## config.mk

```make
export PLATFORM = sky130hd
export DESIGN_NAME = mpm_port_scheduler
export DESIGN_NICKNAME = d
export VERILOG_FILES = /design/src/rtl/mpm_port_scheduler.sv
export SDC_FILE = /design/constraint.sdc
export NUM_CORES = 2
export LEC_CHECK = 0
export ABC_AREA = 0
export BUFFER_PORTS_ARGS = -buffer_cell sky130_fd_sc_hd__buf_4
export CAP_MARGIN = 20
export CORE_AREA = 2 2 355 357
export CTS_CLUSTER_DIAMETER = 60
export CTS_CLUSTER_SIZE = 24
export DETAILED_ROUTE_END_ITERATION = 10
export DIE_AREA = 0 0 357 359
export GPL_TIMING_DRIVEN = 0
export RECOVER_POWER = 25
export SETUP_SLACK_MARGIN = 0.2
export SLEW_MARGIN = 20
export SYNTH_ARGS = -nofsm -noshare
export SYNTH_HDL_FRONTEND = slang
export SYNTH_SLANG_ARGS = --single-unit
```

## constraint.sdc

```tcl
create_clock -name clk -period 17.4 [get_ports clk]
set_clock_uncertainty 0.05 [all_clocks]
set_input_delay 3.48 -clock clk [delete_from_list [all_inputs] [get_ports clk]]
set_output_delay 3.48 -clock clk [all_outputs]
set_load 0.02 [all_outputs]
```

## src/rtl/mpm_port_scheduler.sv

```systemverilog
// rtl/mpm_port_scheduler.sv - round-robin requester-to-port scheduler for a multi-ported memory
// Grants up to PORTS non-conflicting requests per cycle and returns read data one cycle later.
module mpm_port_scheduler #(
  parameter int WIDTH      = 32,
  parameter int DEPTH      = 256,
  parameter int PORTS      = 4,
  parameter int REQUESTERS = 8,
  localparam int ADDR_W    = $clog2(DEPTH)
) (
  input  logic                  clk,
  input  logic                  rst,
  input  logic [REQUESTERS-1:0] req_valid,
  input  logic [REQUESTERS-1:0] req_we,
  input  logic [ADDR_W-1:0]     req_addr  [REQUESTERS-1:0],
  input  logic [WIDTH-1:0]      req_wdata [REQUESTERS-1:0],
  output logic [REQUESTERS-1:0] req_ready,
  output logic [REQUESTERS-1:0] rsp_valid,
  output logic [WIDTH-1:0]      rsp_data  [REQUESTERS-1:0],
  output logic [ADDR_W-1:0]     mem_addr  [PORTS-1:0],
  output logic [PORTS-1:0]      mem_en,
  output logic [WIDTH-1:0]      mem_d     [PORTS-1:0],
  input  logic [WIDTH-1:0]      mem_q     [PORTS-1:0],
  output logic [15:0]           conflict_count
);

  localparam int PW = (PORTS > 1) ? $clog2(PORTS) : 1;
  localparam int RW = (REQUESTERS > 1) ? $clog2(REQUESTERS) : 1;
  localparam int CW = $clog2(REQUESTERS + 1);

  logic [RW-1:0]         rr_ptr;
  logic [RW-1:0]         last_idx;
  logic [RW-1:0]         idx;
  logic                  any_grant;
  logic                  conflict;
  logic [PW:0]           n_grant;
  logic [CW-1:0]         deferred;
  logic [PW-1:0]         grant_port [REQUESTERS-1:0];
  logic [REQUESTERS-1:0] rsp_pend;
  logic [PW-1:0]         rsp_port   [REQUESTERS-1:0];
  logic [16:0]           cc_sum;

  // Scan from rr_ptr; ports fill in scan order, conflicts are checked only
  // against requests already granted this cycle, and scanning stops once
  // every port is taken so the leftovers are not counted as conflicts.
  always_comb begin
    req_ready = '0;
    mem_en    = '0;
    for (int p = 0; p < PORTS; p++) begin
      mem_addr[p] = '0;
      mem_d[p]    = '0;
    end
    for (int r = 0; r < REQUESTERS; r++) grant_port[r] = '0;
    n_grant   = '0;
    deferred  = '0;
    last_idx  = rr_ptr;
    any_grant = 1'b0;
    conflict  = 1'b0;
    idx       = '0;
    for (int i = 0; i < REQUESTERS; i++) begin
      idx = RW'((int'(rr_ptr) + i) % REQUESTERS);
      if (!rst && req_valid[idx] && (n_grant < (PW+1)'(PORTS))) begin
        conflict = 1'b0;
        for (int p = 0; p < PORTS; p++) begin
          if (((PW+1)'(p) < n_grant) && (mem_addr[p] == req_addr[idx]) &&
              (mem_en[p] || req_we[idx]))
            conflict = 1'b1;
        end
        if (conflict) begin
          deferred = deferred + CW'(1);
        end else begin
          req_ready[idx]         = 1'b1;
          grant_port[idx]        = n_grant[PW-1:0];
          mem_addr[n_grant[PW-1:0]] = req_addr[idx];
          mem_en[n_grant[PW-1:0]]   = req_we[idx];
          mem_d[n_grant[PW-1:0]]    = req_we[idx] ? req_wdata[idx] : '0;
          n_grant   = n_grant + (PW+1)'(1);
          last_idx  = idx;
          any_grant = 1'b1;
        end
      end
    end
  end

  assign cc_sum = {1'b0, conflict_count} + 17'(deferred);

  always_ff @(posedge clk) begin
    if (rst) begin
      rr_ptr         <= '0;
      rsp_pend       <= '0;
      conflict_count <= '0;
      for (int r = 0; r < REQUESTERS; r++) rsp_port[r] <= '0;
    end else begin
      if (any_grant) rr_ptr <= RW'((int'(last_idx) + 1) % REQUESTERS);
      rsp_pend       <= req_ready & ~req_we;
      conflict_count <= cc_sum[16] ? 16'hFFFF : cc_sum[15:0];
      for (int r = 0; r < REQUESTERS; r++) rsp_port[r] <= grant_port[r];
    end
  end

  // Masking with rst drops a response whose read was granted just before reset.
  always_comb begin
    for (int r = 0; r < REQUESTERS; r++) begin
      rsp_valid[r] = rsp_pend[r] & ~rst;
      rsp_data[r]  = rsp_valid[r] ? mem_q[rsp_port[r]] : '0;
    end
  end

endmodule

```

==> impl_metrics.py <==
metrics = {
    "drt": {
        "drtIter0Drc": 10100,
        "vias": 55200,
        "firstDrtPassIters": 9,
        "ant_nets": 0,
        "wl_per_cell_um": 41.1,
        "vias_per_cell": 7.24,
        "wl_um": 314000,
        "drc": 0,
    },
    "min_path": {
        "holdPathStages": 2,
        "hold_class": "register to register",
    },
    "floorplanning": {
        "die-area_um2": 128000,
        "initial_utilization": 0.312,
        "dieHeight_um": 359,
        "die_x_um": 357,
        "core_area_um2": 125000,
        "ios": 918,
        "rows": 130,
    },
    "clock_tree": {
        "clkSlewWorstSetupHoldPaths_ns": 0.08,
        "cts_hold_buf": 0,
        "cts-root-buf": "clkbuf_16",
        "cts_buffer_depth": 2,
        "cts_sinks": 43,
        "cts_tree": "done",
        "htreeDepth": 2,
        "cts_buffers": 5,
        "clk_latency_ns": 0.31,
    },
    "place": {
        "hpwl_um": 250000,
        "gp_congestion": 1.08,
        "io_buffers": 917,
    },
    "finish": {
        "drive_above_1_share": 0.371,
        "synthToLayoutAreaGrowth_pct": 37.6,
        "fin_nets": 6464,
        "fillers": 12800,
        "final_common_cell": "buf_4",
        "layout_common_cells": "buf_4, nand2_1, mux4_2, clkbuf_1, nor2_1",
    },
    "setup_path": {
        "r2r_cells": 62,
        "timing_worst_setup_path_type": "input pin to primary output",
        "path_common_cell": "buf_6",
        "crit_slowest_cell": "or4_4",
        "rrSetupSlack_ns": 0.91,
        "cp_max_fo": 10,
        "cp.required_ns": 13.87,
        "worstPathArrival_ns": 14.63,
        "startpoint_type": "input pin",
        "cp-end-kind": "primary output",
        "slowest_delay_ns": 0.59,
    },
    "grt": {
        "grt_first_pass_wirelength_um": 421000,
        "use_met3": 0.171,
        "met2_usage": 0.694,
        "use_met1": 0.556,
        "grt_pass1_vias": 51300,
        "grt_max_degree": 14,
        "antenna_found_initial": 28,
        "track_usage": 0.464,
        "grt_overflow_total": 0,
        "top_usage_layer": "met2",
    },
    "synthesis": {
        "ys_seq_area_frac": 0.0221,
        "synth_nets": 5350,
        "synthDistinctLibCells": 109,
        "syn_area_um2": 38900,
        "synth_edf_count": 0,
        "avgSynthCellArea_um2": 8.02,
        "postSynthCellCount": 4849,
        "async_flop_share": 0,
        "yosysWarningCount": 0,
        "ys_ff_latch": 43,
        "synth_flop_cell": "dfxtp_1",
    },
    "sta": {
        "tightest_slew_ns": 1.37,
        "hold_viol_final": 0,
        "setup_viol": 172,
        "slew_viol_final": 0,
        "fmax_mhz": 55.1,
        "fin_hold_ws_ns": 0.528,
        "relSlewSlack": 0.0876,
        "rsz0062_at_grt": "yes",
        "finalCritPeriodShare": 1.04,
        "min_period_ns": 18.16,
        "setup_ws_ns": -0.764,
    },
    "status": {
        "failed_checks": "negative setup slack",
        "status": "finished, violations left",
    },
    "run": {
        "drv_cap": 0,
    },
}
## layout make-up
class | count | area, µm² | share of cell area
Multi-Input combinational cell | 4240 | 38400 | 0.719
Timing Repair Buffer | 1106 | 8850 | 0.165
Buffer | 520 | 2870 | 0.0537
Tap cell | 1650 | 2060 | 0.0386
Sequential cell | 43 | 866 | 0.0162
Inverter | 47 | 189 | 0.00353
Clock buffer | 6 | 129 | 0.00241
Clock inverter | 2 | 60.1 | 0.00112
Antenna cell | 15 | 37.5 | 0.000701
## per-stage QoR
stage          setup TNS, ns  utilization  cell area [µm²]  worst slack [ns]  cells
2_1_floorplan              0            -            39200             0.218   4849
3_3_place_gp        -1461.23        0.387            48200             -8.37   7416
3_5_place_dp        -1340.63        0.388            48300             -7.80   7421
4_1_cts               -52.51        0.424            52800            -0.505   7566
5_1_grt              -112.00        0.429            53500            -0.831   7621
6_report              -98.00        0.429            53500            -0.764   7629
## metal layers
layer | up-vias | part of all wire
met4 | 30 | 0.086
met1 | 27000 | 0.34
met3 | 1234 | 0.15
met5 | - | 0.00062
met2 | 5631 | 0.42
li1 | 21300 | -
## flip-flops by register name, summed over array words and instances (netlist names)
name and flops:
rsp_pend 8, conflict_count 16, rr_ptr 3, rsp_port 16
## synthesized netlist by cell type, types with 43 or more instances
master	instances	area share
mux4_2	594	0.34
mux2_2	78	0.023
a22oi_1	49	0.0095
a21oi_1	303	0.039
nand3_1	175	0.023
nor2_1	332	0.032
clkbuf_1	385	0.037
a211oi_1	194	0.037
nor3_1	85	0.011
o21ai_0	194	0.025
nand2_1	855	0.082
buf_1	79	0.0076
and2_1	47	0.0076
mux2i_1	291	0.075
and3_1	289	0.046
o211ai_1	63	0.012
dfxtp_1	43	0.022
xnor2_1	104	0.023
## cells by family after synthesis
group	after synthesis	share of synthesized area
adders and majority gates	35	0.0114
xor gates and xnor gates	122	0.0280
buffers and inverters	567	0.0589
muxes	968	0.443
and+or+nand+nor	1944	0.233
DFF	43	0.0221
AOI/OAI and AO/OA	1170	0.203
## critical path: cells and delay by family
| kind | cells | cell delay [ns] |
|---|---|---|
| adders and majority gates | 1 | 0.17 |
| AOI/OAI and AO/OA | 11 | 2.27 |
| xor gates and xnor gates | 1 | 0.17 |
| muxes | 6 | 2.25 |
| and+or+nand+nor | 17 | 4.13 |
| buffers and inverters | 13 | 2.13 |
## timing repair
action,4_1_cts,5_1_grt
buffers inserted,129,44
setup endpoints to repair,215,172
pin swaps,86,69
gates resized for setup,664,124
gates cloned,8,2
## final timing paths
kind	start	to
worst max-delay path	req_addr[51]	mem_d[1]
worst max register to register	rr_ptr[1]	conflict_count[9]
worst min-delay path	conflict_count[13]	conflict_count[12]
worst min register to register	conflict_count[13]	conflict_count[12]
Power is left out: the tool's default activity adds up to more than one toggle a clock period on the data nets, which glitch-free logic cannot reach.
